$ cat src/rtl/lif_neuron_array.sv
// Time-multiplexed array of leaky integrate-and-fire neurons sharing one update datapath.
// Optional refractory counters are compiled in with `define LIF_REFRACTORY_EN.
module lif_neuron_array #(
  parameter int N_NEURONS      = 4,
  parameter int WIDTH          = 8,
  parameter int BETA_SHIFT     = 1,
  parameter int THRESH_INIT    = 200,
  parameter int ADAPT_INC      = 8,
  parameter int REFRACT_SWEEPS = 2,
  localparam int ID_W = (N_NEURONS > 1) ? $clog2(N_NEURONS) : 1
) (
  input  logic                 clk,
  input  logic                 rst_n,
  input  logic                 en,
  input  logic                 adaptive_threshold,
  input  logic                 adaptive_beta,
  input  logic                 cur_valid,
  output logic                 cur_ready,
  input  logic [ID_W-1:0]      cur_id,
  input  logic [WIDTH-1:0]     cur_data,
  output logic [N_NEURONS-1:0] spike_vec,
  output logic                 spike_valid,
  output logic                 busy,
  input  logic [ID_W-1:0]      mon_sel,
  output logic [WIDTH-1:0]     mon_state,
  output logic [WIDTH-1:0]     mon_thresh
);

  typedef enum logic [1:0] {S_IDLE, S_LOAD, S_UPDATE, S_DONE} fsm_e;

  localparam logic [ID_W-1:0]  LAST_IDX = ID_W'(N_NEURONS - 1);
  localparam logic [WIDTH-1:0] TH_INIT  = WIDTH'(THRESH_INIT);

  fsm_e                 fsm_q, fsm_d;
  logic [ID_W-1:0]      idx_q, idx_d;
  logic                 at_q, at_d, ab_q, ab_d;
  logic [WIDTH-1:0]     state_q [N_NEURONS];
  logic [WIDTH-1:0]     state_d [N_NEURONS];
  logic [WIDTH-1:0]     thresh_q [N_NEURONS];
  logic [WIDTH-1:0]     thresh_d [N_NEURONS];
  logic [WIDTH-1:0]     pend_q [N_NEURONS];
  logic [WIDTH-1:0]     pend_d [N_NEURONS];
  logic [WIDTH-1:0]     act_q [N_NEURONS];
  logic [WIDTH-1:0]     act_d [N_NEURONS];
  logic [N_NEURONS-1:0] acc_q, acc_d, spike_vec_q, spike_vec_d;
  logic                 spike_valid_q, spike_valid_d;
  logic [WIDTH-1:0]     mon_state_q, mon_state_d, mon_thresh_q, mon_thresh_d;
`ifdef LIF_REFRACTORY_EN
  localparam int RW = $clog2(REFRACT_SWEEPS + 1);
  logic [RW-1:0]        ref_q [N_NEURONS];
  logic [RW-1:0]        ref_d [N_NEURONS];
`endif

  logic [WIDTH-1:0] cur_st, cur_th, cur_cu, leak, v_sat, th_inc;
  logic [WIDTH:0]   v_raw, th_sum;
  logic             fire, wr_ok, mon_ok;

  assign busy        = (fsm_q != S_IDLE);
  assign cur_ready   = (fsm_q != S_LOAD);
  assign spike_vec   = spike_vec_q;
  assign spike_valid = spike_valid_q;
  assign mon_state   = mon_state_q;
  assign mon_thresh  = mon_thresh_q;
  assign wr_ok       = cur_valid && cur_ready && (int'(cur_id) < N_NEURONS);
  assign mon_ok      = (int'(mon_sel) < N_NEURONS);

  // Shared datapath: one neuron per cycle, selected by idx_q.
  always_comb begin
    cur_st = state_q[idx_q];
    cur_th = thresh_q[idx_q];
    cur_cu = act_q[idx_q];
    if (ab_q && (cur_st >= (cur_th >> 1))) leak = cur_st >> (BETA_SHIFT + 1);
    else                                    leak = cur_st >> BETA_SHIFT;
    v_raw  = {1'b0, cur_st} - {1'b0, leak} + {1'b0, cur_cu};
    v_sat  = v_raw[WIDTH] ? '1 : v_raw[WIDTH-1:0];
    fire   = (v_sat >= cur_th);
    th_sum = {1'b0, cur_th} + (WIDTH+1)'(ADAPT_INC);
    th_inc = th_sum[WIDTH] ? '1 : th_sum[WIDTH-1:0];
  end

  always_comb begin
    fsm_d         = fsm_q;
    idx_d         = idx_q;
    at_d          = at_q;
    ab_d          = ab_q;
    state_d       = state_q;
    thresh_d      = thresh_q;
    pend_d        = pend_q;
    act_d         = act_q;
    acc_d         = acc_q;
    spike_vec_d   = spike_vec_q;
    spike_valid_d = 1'b0;
`ifdef LIF_REFRACTORY_EN
    ref_d         = ref_q;
`endif
    if (wr_ok) pend_d[cur_id] = cur_data;
    case (fsm_q)
      S_IDLE: if (en) fsm_d = S_LOAD;
      S_LOAD: begin
        act_d = pend_q;
        at_d  = adaptive_threshold;
        ab_d  = adaptive_beta;
        idx_d = '0;
        acc_d = '0;
        if (!adaptive_threshold)
          for (int i = 0; i < N_NEURONS; i++) thresh_d[i] = TH_INIT;
        fsm_d = S_UPDATE;
      end
      S_UPDATE: begin
`ifdef LIF_REFRACTORY_EN
        if (ref_q[idx_q] != '0) begin
          state_d[idx_q] = '0;
          ref_d[idx_q]   = ref_q[idx_q] - RW'(1);
        end else
`endif
        if (fire) begin
          state_d[idx_q] = '0;
          acc_d[idx_q]   = 1'b1;
          if (at_q) thresh_d[idx_q] = th_inc;
`ifdef LIF_REFRACTORY_EN
          ref_d[idx_q] = RW'(REFRACT_SWEEPS);
`endif
        end else begin
          state_d[idx_q] = v_sat;
        end
        if (idx_q == LAST_IDX) fsm_d = S_DONE;
        else                   idx_d = idx_q + ID_W'(1);
      end
      S_DONE: begin
        spike_vec_d   = acc_q;
        spike_valid_d = 1'b1;
        // Adapted thresholds relax by one step per sweep without a spike.
        if (at_q)
          for (int i = 0; i < N_NEURONS; i++)
            if (!acc_q[i] && (thresh_q[i] > TH_INIT)) thresh_d[i] = thresh_q[i] - WIDTH'(1);
        fsm_d = en ? S_LOAD : S_IDLE;
      end
      default: fsm_d = S_IDLE;
    endcase
    mon_state_d  = mon_ok ? state_q[mon_sel]  : '0;
    mon_thresh_d = mon_ok ? thresh_q[mon_sel] : '0;
  end

  always_ff @(posedge clk or negedge rst_n) begin
    if (!rst_n) begin
      fsm_q         <= S_IDLE;
      idx_q         <= '0;
      at_q          <= 1'b0;
      ab_q          <= 1'b0;
      acc_q         <= '0;
      spike_vec_q   <= '0;
      spike_valid_q <= 1'b0;
      mon_state_q   <= '0;
      mon_thresh_q  <= '0;
      for (int i = 0; i < N_NEURONS; i++) begin
        state_q[i]  <= '0;
        thresh_q[i] <= TH_INIT;
        pend_q[i]   <= '0;
        act_q[i]    <= '0;
`ifdef LIF_REFRACTORY_EN
        ref_q[i]    <= '0;
`endif
      end
    end else begin
      fsm_q         <= fsm_d;
      idx_q         <= idx_d;
      at_q          <= at_d;
      ab_q          <= ab_d;
      acc_q         <= acc_d;
      spike_vec_q   <= spike_vec_d;
      spike_valid_q <= spike_valid_d;
      mon_state_q   <= mon_state_d;
      mon_thresh_q  <= mon_thresh_d;
      state_q       <= state_d;
      thresh_q      <= thresh_d;
      pend_q        <= pend_d;
      act_q         <= act_d;
`ifdef LIF_REFRACTORY_EN
      ref_q         <= ref_d;
`endif
    end
  end

endmodule
$ cat config.mk
export PLATFORM = sky130hd
export DESIGN_NAME = lif_neuron_array
export DESIGN_NICKNAME = d
export VERILOG_FILES = /design/src/rtl/lif_neuron_array.sv
export SDC_FILE = /design/constraint.sdc
export NUM_CORES = 1
export LEC_CHECK = 0
export ABC_AREA = 1
export CORE_ASPECT_RATIO = 1.5
export CORE_MARGIN = 2
export CORE_UTILIZATION = 45
export CTS_CLUSTER_DIAMETER = 120
export CTS_CLUSTER_SIZE = 25
export DETAILED_ROUTE_END_ITERATION = 6
export GPL_TIMING_DRIVEN = 0
export SETUP_SLACK_MARGIN = 0.3
export SKIP_LAST_GASP = 1
export SLEW_MARGIN = 20
export SYNTH_ARGS = -nofsm -noshare
export SYNTH_HDL_FRONTEND = slang
export SYNTH_SLANG_ARGS = --single-unit
$ cat constraint.sdc
create_clock -name clk -period 6.5 [get_ports clk]
set_input_delay 0.975 -clock clk [delete_from_list [all_inputs] [get_ports clk]]
set_output_delay 0.975 -clock clk [all_outputs]
set_load 0.01 [all_outputs]
After elaboration in Yosys (flattened, before gate mapping)
Cells that the tools add are included.
{ "classes": {"n_bitwise": 6, "div_mod_pow": 0, "n_shift": 0, "n_reduce_logical": 24, "add_sub_neg": 8, "n_eq_ne": 16, "n_lt_le_gt_ge": 13, "multipliers": 0, "n_mux": 46} }
{ "op_table": {"columns": ["operator", "count"], "rows": [
  ["two-way mux 32 bit", 5],
  ["two-way mux 8 bit", 18],
  ["bitwise mux 32 bit", 3],
  ["one-hot mux 32 bit (3 select lines)", 1],
  ["binary-select mux 8 bit (select 2 bit)", 5],
  ["AND 32 bit", 1],
  ["demux 8 bit (select 2 bit)", 2],
  ["> comparator 8 bit (second input constant)", 4],
  ["inverter 32 bit", 1],
  ["subtractor 8 x 1 -> 8 bit (second input constant)", 4],
  ["AND reduction 6 bit", 4],
  ["!= test 2 bit (second input constant)", 11],
  ["adder 8 x 4 -> 9 bit (second input constant)", 1],
  ["adder 9 x 8 -> 9 bit", 1],
  ["greater-or-equal comparator 3 bit (second input constant)", 3],
  ["logical AND 1 bit", 9],
  ["inverter 2 -> 3 bit", 3],
  ["subtractor 8 x 7 -> 9 bit", 1],
  ["greater-or-equal comparator 8 x 7 -> 1 bit", 1],
  ["greater-or-equal comparator 8 bit", 1],
  ["one-hot mux 2 bit (4 select lines)", 1],
  ["one-hot mux 4 bit (2 select lines)", 1],
  ["two-way mux 7 bit", 1],
  ["== test 2 bit (second input constant)", 3],
  ["17 further kinds", 28]
]} }
{ "word_totals": {"rom_bits": 0, "in_bits": 18, "latchBits": 0, "register_bits": 159, "memories": 0, "ramBits": 0, "word_cells": 138, "out_inout_bits": 23} }

Logic depth before layout (Yosys ltp)
{ "logic_depth": {"word_depth": 13, "ltp_mapped": 42} }

Worst setup path after synthesis
Ideal clock, no wire load.
{ "synth_path": {"kind": "reg-to-reg", "from": "reg idx_q[1]", "to": "reg thresh_q[10] in the netlist's numbering", "path_stages_with_launch": 35, "t_required_ps": 6383, "t_arrival_ps": 5429, "slack_ps": 954, "path_cell_list": "dfrtp_1 > buf_4 > inv_4 > buf_2 > buf_2 > o21ai_0 > o21ai_0 > ha_1 > a21oi_1 > o21ai_0 > a21oi_1 > nand2_2 > nand3_1 > nand2_1 > fa_1 > inv_1 > fa_1 > inv_1 > nand3_1 > nand2_1 > nand3_1 > nand2_1 > nand2_1 > nand2_1 > nand3_1 > ha_1 > nand2_1 > nor2_1 > nand4_1 > nand4_1 > nand2_1 > nor2_2 > inv_2 > nand2_1 > nand2_1"} }
{ "synth_via": {"elab_chain_cells": 13} }
{ "synth_lines": {"columns": ["item", "line_no", "rtl"], "rows": [
  ["start, declared", "35", "logic [ID_W-1:0] idx_q, idx_d;"],
  ["start signal, assigned", "166", "idx_q <= idx_d;"],
  ["inverter 2 -> 3 bit (not written as such) *", null, null],
  ["binary-select mux 8 bit (select 2 bit) (on tied branches)", "69, 70", null],
  ["two-way mux 8 bit (on tied branches) (2 in a row)", "69, 70", null],
  ["greater-or-equal comparator 8 x 7 -> 1 bit", "72", "if (ab_q && (cur_st >= (cur_th >> 1))) leak = cur_st >> (BETA_SHIFT + 1);"],
  ["logical AND 1 bit", "72", null],
  ["two-way mux 7 bit", "72", null],
  ["subtractor 8 x 7 -> 9 bit", "74", "v_raw = {1'b0, cur_st} - {1'b0, leak} + {1'b0, cur_cu};"],
  ["adder 9 x 8 -> 9 bit", "74", null],
  ["two-way mux 8 bit", "75", "v_sat = v_raw[WIDTH] ? '1 : v_raw[WIDTH-1:0];"],
  ["greater-or-equal comparator 8 bit", "76", "fire = (v_sat >= cur_th);"],
  ["!= test 2 bit (no line)", null, null],
  ["AND reduction 6 bit (no line)", null, null],
  ["end signal, assigned", "175", "thresh_q <= thresh_d;"],
  ["end, declared", "39", "logic [WIDTH-1:0] thresh_q [N_NEURONS];"]
]} }
Every way passes the cells marked *; elsewhere a longest branch is shown, timed or not. The select of a mux whose other input is x is not followed.
A chain may end at the register's enable or synchronous reset.

Worst setup path in the final report
{ "layout_path": {"from": "reg idx_q[1]", "to": "reg thresh_q[11] in the netlist's numbering"} }
The elaborated chain is that of the path after synthesis.

==> impl_metrics.env <==
export IMPL_ant_nets=0
export IMPL_worstPathRequired_ns=6.87
export IMPL_synth_compound_area_share_pct=16.5
export IMPL_max_freq_ghz=0.171
export IMPL_postSynthAreaPerCell_um2=7.26
export IMPL_clockRootBuffer="clkbuf_16"
export IMPL_first_iter_violations=716
export IMPL_globalRouteTotalUtil_pct=27.6
export IMPL_synth_top_family_by_area="simple AND/OR/NAND/NOR gates"
export IMPL_crit_path_top_delay_cell="fa_1"
export IMPL_synth_fa_ha_area_share_pct=6.94
export IMPL_syn_area_um2=9770
export IMPL_synth_area_leaders="dfrtp_1 (38%), nand2_1 (18%), o21ai_0 (8.2%)"
export IMPL_clkTransAtPathRegs_ns=0.07
export IMPL_clockBufferDepth=2
export IMPL_synth_simple_gate_area_share_pct=27.5
export IMPL_max_cap_violations=0
export IMPL_min_period_ns=5.85
export IMPL_die_h_um=184
export IMPL_vias_per_cell=5.40
export IMPL_drive_above_1_share_pct=10.3
export IMPL_cts_max_level=4
export IMPL_syn_num_nets=1413
export IMPL_grt_pass1_vias=9182
export IMPL_cts_tree="done"
export IMPL_fin_crit_sh_pct=89.9
export IMPL_async_flop_share_pct=100
export IMPL_num_antenna_cells=0
export IMPL_hold_viol_final=0
export IMPL_setup_tns_ns=0
export IMPL_synth_seq_area_share_pct=40.9
export IMPL_routabilityCongestion=0.971
export IMPL_dr_pass1_iters=7
export IMPL_clock_skew_ns=0.0128
export IMPL_worst_path_most_repeated_cell="nand2_1"
export IMPL_ys_warn_count=0
export IMPL_wl_mm=30.4
export IMPL_synthCells=1345
export IMPL_hold_class="primary input to async pin"
export IMPL_grt_busiest_layer="met2"
export IMPL_preCtsSetupSlack_ns=-0.553
export IMPL_outcome="complete, no violations"
export IMPL_grt_pass1_wl_mm=49.2
export IMPL_synth_area_mux_share_pct=0
export IMPL_grt_use_met1_pct=31.5
export IMPL_ys_types=43
export IMPL_setup_violations=0
export IMPL_tightest_slew_ns=0.799
export IMPL_coreArea_um2=21500
export IMPL_wire_per_inst_um=17.8
export IMPL_startpoint_type="flop"
export IMPL_worstPathArrival_ns=6.22
export IMPL_slew_viol_final=0
export IMPL_dieArea_um2=22900
export IMPL_antenna_found_initial=0
export IMPL_critPathMaxStageDelay_ns=0.54
export IMPL_rsz0062_at_grt="no"
export IMPL_fin_cells=1712
export IMPL_critical_path_class="flop to flop"
export IMPL_dp_cells=1658
export IMPL_post_synth_top_area_cell="dfrtp_1"
export IMPL_hold_ws_ns=0.448
export IMPL_slew_headroom_pct=46.7
export IMPL_initial_core_util_pct=45.5
export IMPL_via_count=9238
export IMPL_end_kind="flop"
export IMPL_nNetsFinal=1495
export IMPL_synth_top_area_share_pct=37.6
export IMPL_grtUsageMet3_pct=4.33
export IMPL_use_met2_pct=48.5
export IMPL_remaining_drc_errors=0
export IMPL_synth_seq_cells=159
export IMPL_num_rows=66
export IMPL_portBuffers=40
export IMPL_clk_latency_ns=0.45
export IMPL_fillers=2170
export IMPL_io_pins=41
export IMPL_grt_max_degree=97
export IMPL_grt_ovfl_total=0
export IMPL_synth_xor_area_share_pct=0.269
export IMPL_place_hpwl_mm=22.7
export IMPL_synth_edf_count=0
export IMPL_area_growth_pct=18.3
export IMPL_cp_max_fo=10
export IMPL_cts_made_buffers=17
export IMPL_cts_sinks=159
export IMPL_die_x_um=124
export IMPL_finalWorstSetupSlack_ns=0.654
export IMPL_ys_flop_type="dfrtp_1"
==> layer usage <==
metal	part of all wire, %	vias to the layer above
met5	0	-
met4	6.0	0
met3	5.1	98
met2	49	316
met1	40	4273
li1	-	4551
==> worst max-delay path: cells and delay by family (launching register included) <==
family | cells | cell delay (ns)
fa+ha+maj | 4 | 1.61
buf+inv | 6 | 0.97
flops | 1 | 0.40
simple gates | 17 | 1.95
compound gates | 7 | 0.81
==> final cells by class <==
cell class	instances	area, um^2	area share, %
repair buffers	63	602	5.21
plain buffers	53	299	2.59
clock inverters	11	200	1.73
inverters	134	513	4.44
flip-flops and latches	159	3990	34.6
clock buffers	21	460	3.98
well taps	272	340	2.94
multi-input cells	999	5150	44.6
==> cells in the final DEF, fill, tap and decap left out, drive strengths merged <==
cell,count
clkinvlp,2
nor2,72
o31ai,3
inv,133
ha,43
o21ai,167
buf,45
clkinv,5
o211ai,1
nor3,5
o21bai,2
or2,9
dfstp,12
nand3b,2
bufinv,5
clkbuf,53
fa,7
dfrtp,147
a32oi,8
o21a,1
o22ai,18
nand2,474
a21oi,106
xor2,1
and2,1
nand4,9
nand3,68
xnor2,2
clkdlybuf4s50,39
==> Yosys cell counts, types with 7 or more instances <==
cell	number
nand2_1	464
o21ai_0	161
dfrtp_1	147
inv_1	123
a21oi_1	105
nor2_1	65
nand3_1	59
ha_1	43
clkbuf_1	32
o22ai_1	18
buf_2	12
dfstp_2	12
nand4_1	9
or2_2	9
nand3_2	8
a32oi_1	7
fa_1	7
==> final timing paths <==
path,slack (ns),cells past startpoint,endpoint,start
worst max-delay path,0.65,34,thresh_q[11],idx_q[1]
worst min-delay path,0.45,1,thresh_q[29],rst_n
worst max register to register,0.65,34,thresh_q[11],idx_q[1]
worst min register to register,0.47,2,act_q[8],act_q[8]
max in group asynchronous,5.19,2,act_q[19],rst_n
min in group clk,0.47,2,act_q[8],act_q[8]
==> what timing repair did <==
| item | in CTS | in global routing |
|---|---|---|
| pin swaps | 8 | 10 |
| hold buffers | 0 | 0 |
| setup endpoints to repair | 68 | 68 |
| resized for setup | 22 | 27 |
| setup buffers | 13 | 9 |
| cloned | 0 | 0 |
==> sequential cells by signal, indices dropped and copies added, names as in the netlist <==
| signal | count |
|---|---|
| at_q | 1 |
| idx_q | 2 |
| spike_vec | 4 |
| pend_q | 32 |
| state_q | 32 |
| acc_q | 4 |
| act_q | 32 |
| mon_state | 8 |
| spike_valid | 1 |
| mon_thresh | 8 |
| thresh_q | 32 |
| ab_q | 1 |
| fsm_q | 2 |
==> through the flow <==
step,area (um^2),util [%]
finish,11600,53.8
floorplan,9770,-
global route,11600,53.8
CTS,11400,53.1
global placement,10500,49.0
detailed placement,10500,49.1
==> kinds of logic after synthesis <==
group | after synthesis
AND/OR/NAND/NOR | 640
AO/OA/AOI/OAI | 306
buffers and inverters | 187
flip-flops | 159
adder cells (fa/ha/maj) | 50
XOR/XNOR | 3
Power is not shown: default switching activity piles up to over one toggle a cycle in this logic, so the estimate is an artifact.
